===== config.mk =====
export PLATFORM = sky130hd
export DESIGN_NAME = board_state_ctrl
export DESIGN_NICKNAME = d
export VERILOG_FILES = /design/src/rtl/board_state_ctrl.sv
export SDC_FILE = /design/constraint.sdc
export NUM_CORES = 1
export LEC_CHECK = 0
export CAP_MARGIN = 20
export CORE_AREA = 2 2 276 278
export DETAILED_ROUTE_END_ITERATION = 10
export DIE_AREA = 0 0 278 280
export PLACE_DENSITY = 0.71
export RECOVER_POWER = 50
export SYNTH_ARGS = -nofsm -noshare
export SYNTH_HDL_FRONTEND = slang
export SYNTH_SLANG_ARGS = --single-unit

===== constraint.sdc =====
create_clock -name clk -period 3.09 [get_ports clk]
set_input_delay 0.309 -clock clk [delete_from_list [all_inputs] [get_ports clk]]
set_output_delay 0.309 -clock clk [all_outputs]
set_load 0.02 [all_outputs]

===== src/rtl/board_state_ctrl.sv =====
// Board-state and turn controller for a 15x15 five-in-a-row game.
// It places stones, rejects illegal moves, and records the result reported by the external win checker.
module board_state_ctrl (
  input  logic         clk,
  input  logic         rst_n,
  input  logic         clear,
  input  logic         move_valid,
  input  logic [3:0]   move_row,
  input  logic [3:0]   move_col,
  output logic         move_ready,
  input  logic         win_check,
  output logic [224:0] chk_board,
  output logic [3:0]   chk_row,
  output logic [3:0]   chk_col,
  output logic [224:0] black_board,
  output logic [224:0] white_board,
  output logic         turn,
  output logic         move_ack,
  output logic         move_err,
  output logic         game_over,
  output logic [1:0]   winner,
  output logic [7:0]   move_count
);

  localparam int         CELLS     = 225;
  localparam logic [7:0] MAX_MOVES = 8'd225;

  typedef enum logic [1:0] {IDLE, CHECK, OVER} state_t;

  state_t         state_reg;
  logic [224:0]   black_reg;
  logic [224:0]   white_reg;
  logic           turn_reg;
  logic [3:0]     chk_row_reg;
  logic [3:0]     chk_col_reg;
  logic [7:0]     count_reg;
  logic           ack_reg;
  logic           err_reg;
  logic           over_reg;
  logic [1:0]     winner_reg;

  logic [7:0]     move_idx;
  logic [224:0]   move_mask;
  logic [224:0]   occupied;
  logic           move_legal;

  // Out-of-range coordinates may alias onto a real cell; the range test below rejects them anyway.
  assign move_idx = ({4'd0, move_row} * 8'd15) + {4'd0, move_col};

  genvar gi;
  generate
    for (gi = 0; gi < CELLS; gi++) begin : g_cell
      assign move_mask[gi] = (move_idx == 8'(gi));
      assign occupied[gi]  = black_reg[gi] | white_reg[gi];
    end
  endgenerate

  assign move_legal = (move_row < 4'd15) && (move_col < 4'd15) &&
                      ((occupied & move_mask) == '0) && (count_reg < MAX_MOVES);

  always_ff @(posedge clk or negedge rst_n) begin
    if (!rst_n) begin
      state_reg   <= IDLE;
      black_reg   <= '0;
      white_reg   <= '0;
      turn_reg    <= 1'b0;
      chk_row_reg <= '0;
      chk_col_reg <= '0;
      count_reg   <= '0;
      ack_reg     <= 1'b0;
      err_reg     <= 1'b0;
      over_reg    <= 1'b0;
      winner_reg  <= 2'b00;
    end else begin
      ack_reg <= 1'b0;
      err_reg <= 1'b0;
      if (clear) begin
        state_reg   <= IDLE;
        black_reg   <= '0;
        white_reg   <= '0;
        turn_reg    <= 1'b0;
        chk_row_reg <= '0;
        chk_col_reg <= '0;
        count_reg   <= '0;
        over_reg    <= 1'b0;
        winner_reg  <= 2'b00;
      end else begin
        case (state_reg)
          IDLE: begin
            if (move_valid) begin
              if (move_legal) begin
                if (turn_reg) white_reg <= white_reg | move_mask;
                else          black_reg <= black_reg | move_mask;
                chk_row_reg <= move_row;
                chk_col_reg <= move_col;
                count_reg   <= count_reg + 8'd1;
                state_reg   <= CHECK;
              end else begin
                err_reg <= 1'b1;
              end
            end
          end
          CHECK: begin
            ack_reg <= 1'b1;
            if (win_check) begin
              winner_reg <= turn_reg ? 2'b10 : 2'b01;
              over_reg   <= 1'b1;
              state_reg  <= OVER;
            end else if (count_reg == MAX_MOVES) begin
              winner_reg <= 2'b11;
              over_reg   <= 1'b1;
              state_reg  <= OVER;
            end else begin
              turn_reg  <= ~turn_reg;
              state_reg <= IDLE;
            end
          end
          OVER: begin
            state_reg <= OVER;
          end
          default: state_reg <= IDLE;
        endcase
      end
    end
  end

  assign move_ready  = (state_reg == IDLE);
  assign chk_board   = turn_reg ? white_reg : black_reg;
  assign chk_row     = chk_row_reg;
  assign chk_col     = chk_col_reg;
  assign black_board = black_reg;
  assign white_board = white_reg;
  assign turn        = turn_reg;
  assign move_ack    = ack_reg;
  assign move_err    = err_reg;
  assign game_over   = over_reg;
  assign winner      = winner_reg;
  assign move_count  = count_reg;

endmodule

==> key figures <==
Worst hold path
  • Startpoint of the worst hold path: clear
  • Hold depth: 3
  • Hold Crit Endpoint: white_board[161]
  • Type of the most critical hold path: in -> reg

Synthesis
  • Synth Flop Type: dfrtp_1
  • Yosys top cell by area: dfrtp_1
  • Yosys top cell area share: 46.5%
  • Number of synthesized flops with an enable pin: 0
  • Synth Area in Adders: between 1.5 and 2%
  • Post-Syn Instances: around 2.7k
  • Top post-synthesis cells by area: dfrtp_1 (46%), o32ai_1 (7.5%), o21ai_0 (5.7%), nand2_1 (5.6%), o2bb2ai_1 (4.4%)
  • Post-synthesis compound-gate area fraction: 28.2%
  • Syn nets: 2,762
  • Post-Synth Simple-Gate Area: roughly 11%
  • Synth Warn #: 0
  • Mapped Area: approximately 26,000 µm²
  • Share of synthesized area spent on multiplexers: under 10%
  • Sequential-to-total area share from yosys stat: a little under half
  • Asr flop ratio synth: 100%
  • Yosys cell types: between 90 and 100
  • Count leader, synth: dfrtp_1
  • Xor/xnor share of the synthesized area: less than 1%
  • Largest family of logic cells by synthesized area: compound AO/OA/AOI/OAI gates
  • Commonest cells in the netlist: dfrtp_1 (474), nand2_1 (384), o21ai_0 (290)
  • Synth Area per Inst: between 9 and 10 µm²
  • Seq cells post-synth: 474

STA
  • Final setup viols: 570
  • Setup slack after layout: -2190 ps
  • Final hold violation count: 0
  • Fmax: between 150 and 200 MHz
  • Slew @ Worst Pin: 2170 ps
  • Relative slew slack: -44.7%
  • Period utilisation layout: 171%
  • Slew Viols, Final: 70
  • RSZ-0062 raised after global routing: true
  • Period minus WS final: roughly 5300 ps
  • Clk_skew: roughly 16 ps

Route
  • DR DRC count: 0
  • Avg WL per Cell: 33.1 µm
  • First-pass DRT Iterations: 7
  • Vias/cell: approximately 6.2
  • DRT Wirelength: between 150,000 and 200,000 µm
  • Vias: approximately 31k
  • DRT iter0 DRCs: approximately 4.5k
  • Antenna Nets Post-Route: 0

CTS
  • Worst-path clk slew: ~70 ps
  • Maximum root-to-sink buffer count: 3
  • # H-tree levels: 2
  • # clock sinks: 474
  • CTS tree: yes
  • Cts bufs inserted: 52
  • Clk Latency, worst-skew pair: approximately 630 ps
  • Root buffer cell: clkbuf_16

Cells and area
  • Fin nets: roughly 4k
  • Footprint of the multi-input gates: ~15,000 µm²
  • Seq. cell area: between 10,000 and 15,000 µm²
  • Syn-to-layout area delta: 76.4%
  • Fraction of layout cells with a size suffix above 1: about a third
  • Final core utilization: 59.9%
  • Post-layout instance area: between 40,000 and 50,000 µm²
  • Fill cells: around 6.2k
  • Post-Layout Cell Count: 5,037

Power and ir drop
  • Worst VDD drop: 449 µV
  • P per Cell Area: approximately 540 nW/µm²
  • Leak: roughly 18 nW

Setup path
  • Crit path required time: 3580 ps
  • Flop2flop setup slack: -410 ps
  • R2r startpoint: turn
  • Setup CP Type: in -> reg
  • Worst-path maximum fanout: 13
  • RR Endpoint: white_board[77]
  • Critical Path End Type: flop
  • Critical Path AT: approximately 5800 ps
  • CP startpoint kind: input pin
  • Worst reg-to-reg path cell count: 6

GRT
  • Total grt overflow: 0
  • Vias in the first global route: between 20k and 30k
  • All-Layer GR Usage: between 40% and 50%
  • Initial antenna violation count: 7
  • First-pass GRT wire length: about 220,000 µm
  • Largest net degree at the start of global routing: between 100 and 150

Die
  • Row cnt: ~100
  • Area of the core: roughly 75,000 µm²
  • Die X: 278 µm
  • Die area: 77,800 µm²
  • Chip height: about 280 µm
  • Initial core utilization: between 30 and 40%
  • I/O pins: approximately 710

Job
  • MaxCap Viol Count: 1

Placement
  • GP Congestion: roughly 1.1
  • Post-DP HPWL: 121,000 µm
  • # placed instances: 4,865
  • Cell area after placement: 39,200 µm²
  • IO buf count: ~700

Outcome
  • Status: finished with violations
  • Failing checks: capacitance limit, slew limit, setup timing
## report_power, final
group          switching, mW  internal, mW
clock network           2.80          3.97
registers             0.0233          6.24
logic                   7.29          3.93
total                   10.1          14.1
## through the flow
stage	power (mW)	hold slack (ps)	setup TNS, ps	setup slack [ps]
3_5_place_dp	14.8	349	-1476100	-3300
6_report	24.3	137	-977310	-2190
3_3_place_gp	14.8	343	-1488330	-3270
2_1_floorplan	10.5	13.4	-898840	-1980
5_1_grt	24.6	151	-1007750	-2170
4_1_cts	22.7	135	-840850	-1870
## area by class of cell
cell class,instances,area share (%)
antenna,1,0.00555
clock buffer,73,3.49
clock inverter,24,0.617
inverter,236,1.98
multi-input combinational,1762,33.0
sequential,474,26.3
tap,978,2.72
timing repair buffer,1489,31.8
## cells by family after synthesis
kind of cell,after synthesis
compound gates,951
xor+xnor,3
fa+ha+maj,28
buf+inv,486
flops,474
mux,98
simple gates,681
## cells in the final DEF, fill, tap and decap left out, types with 20 or more instances in the layout
cell	Yosys	routed
buf_4	3	652
clkdlybuf4s50_1	0	604
dfrtp_1	474	473
nand2_1	384	380
o21ai_0	290	273
inv_1	236	234
nor2_1	184	178
o32ai_2	0	156
dlygate4sd3_1	0	101
o2bb2ai_2	0	89
mux2_2	87	87
a22o_1	75	75
clkbuf_16	0	71
buf_12	0	43
o211ai_1	35	35
o32ai_4	0	35
o32ai_1	219	28
nand3_1	31	27
o41ai_2	15	26
a21oi_1	29	25
o2bb2ai_1	129	23
buf_16	0	23
buf_6	24	21
ha_1	21	20
## worst max-delay path, stage by stage
cell,delay (ps)
buf_6,100
fa_2,500
fa_1,530
inv_1,50
fa_1,500
inv_2,50
ha_4,290
buf_8,130
xor2_4,200
buf_12,140
buf_6,100
nor2_4,40
buf_6,150
o211ai_1,320
a211oi_2,230
o32a_1,430
a2111oi_4,340
nand4_2,220
or2_4,350
buf_12,180
clkbuf_16,210
o32ai_1,370
## how the worst max path moves through the flow
stage | from | endpoint | slack, ps
after floorplan | move_row[2] | white_board[147] | -1980
after global placement | move_row[2] | black_board[163] | -3270
after detailed placement | move_row[2] | black_board[143] | -3300
after CTS | move_row[0] | white_board[38] | -1870
after global routing | move_row[0] | black_board[73] | -2170
final | move_row[0] | white_board[99] | -2190
## layer usage
| layer | up-vias | GRT usage, % | wire, µm |
|---|---|---|---|
| met5 | - | 0 | 185 |
| met4 | 11 | 24.0 | 12800 |
| li1 | 12591 | - | - |
| met3 | 628 | 11.3 | 20300 |
| met1 | 15567 | 49.9 | 60100 |
| met2 | 2540 | 61.9 | 73100 |
## what timing repair did
item,4_1_cts,5_1_grt
cloned,17,20
hold buffers,1,0
hold endpoints to repair,54,0
buffers inserted,29,11
resized for setup,254,193
pin swaps,77,129
setup endpoints to repair,468,480
Note: power is estimated with default switching activity, not from simulation.
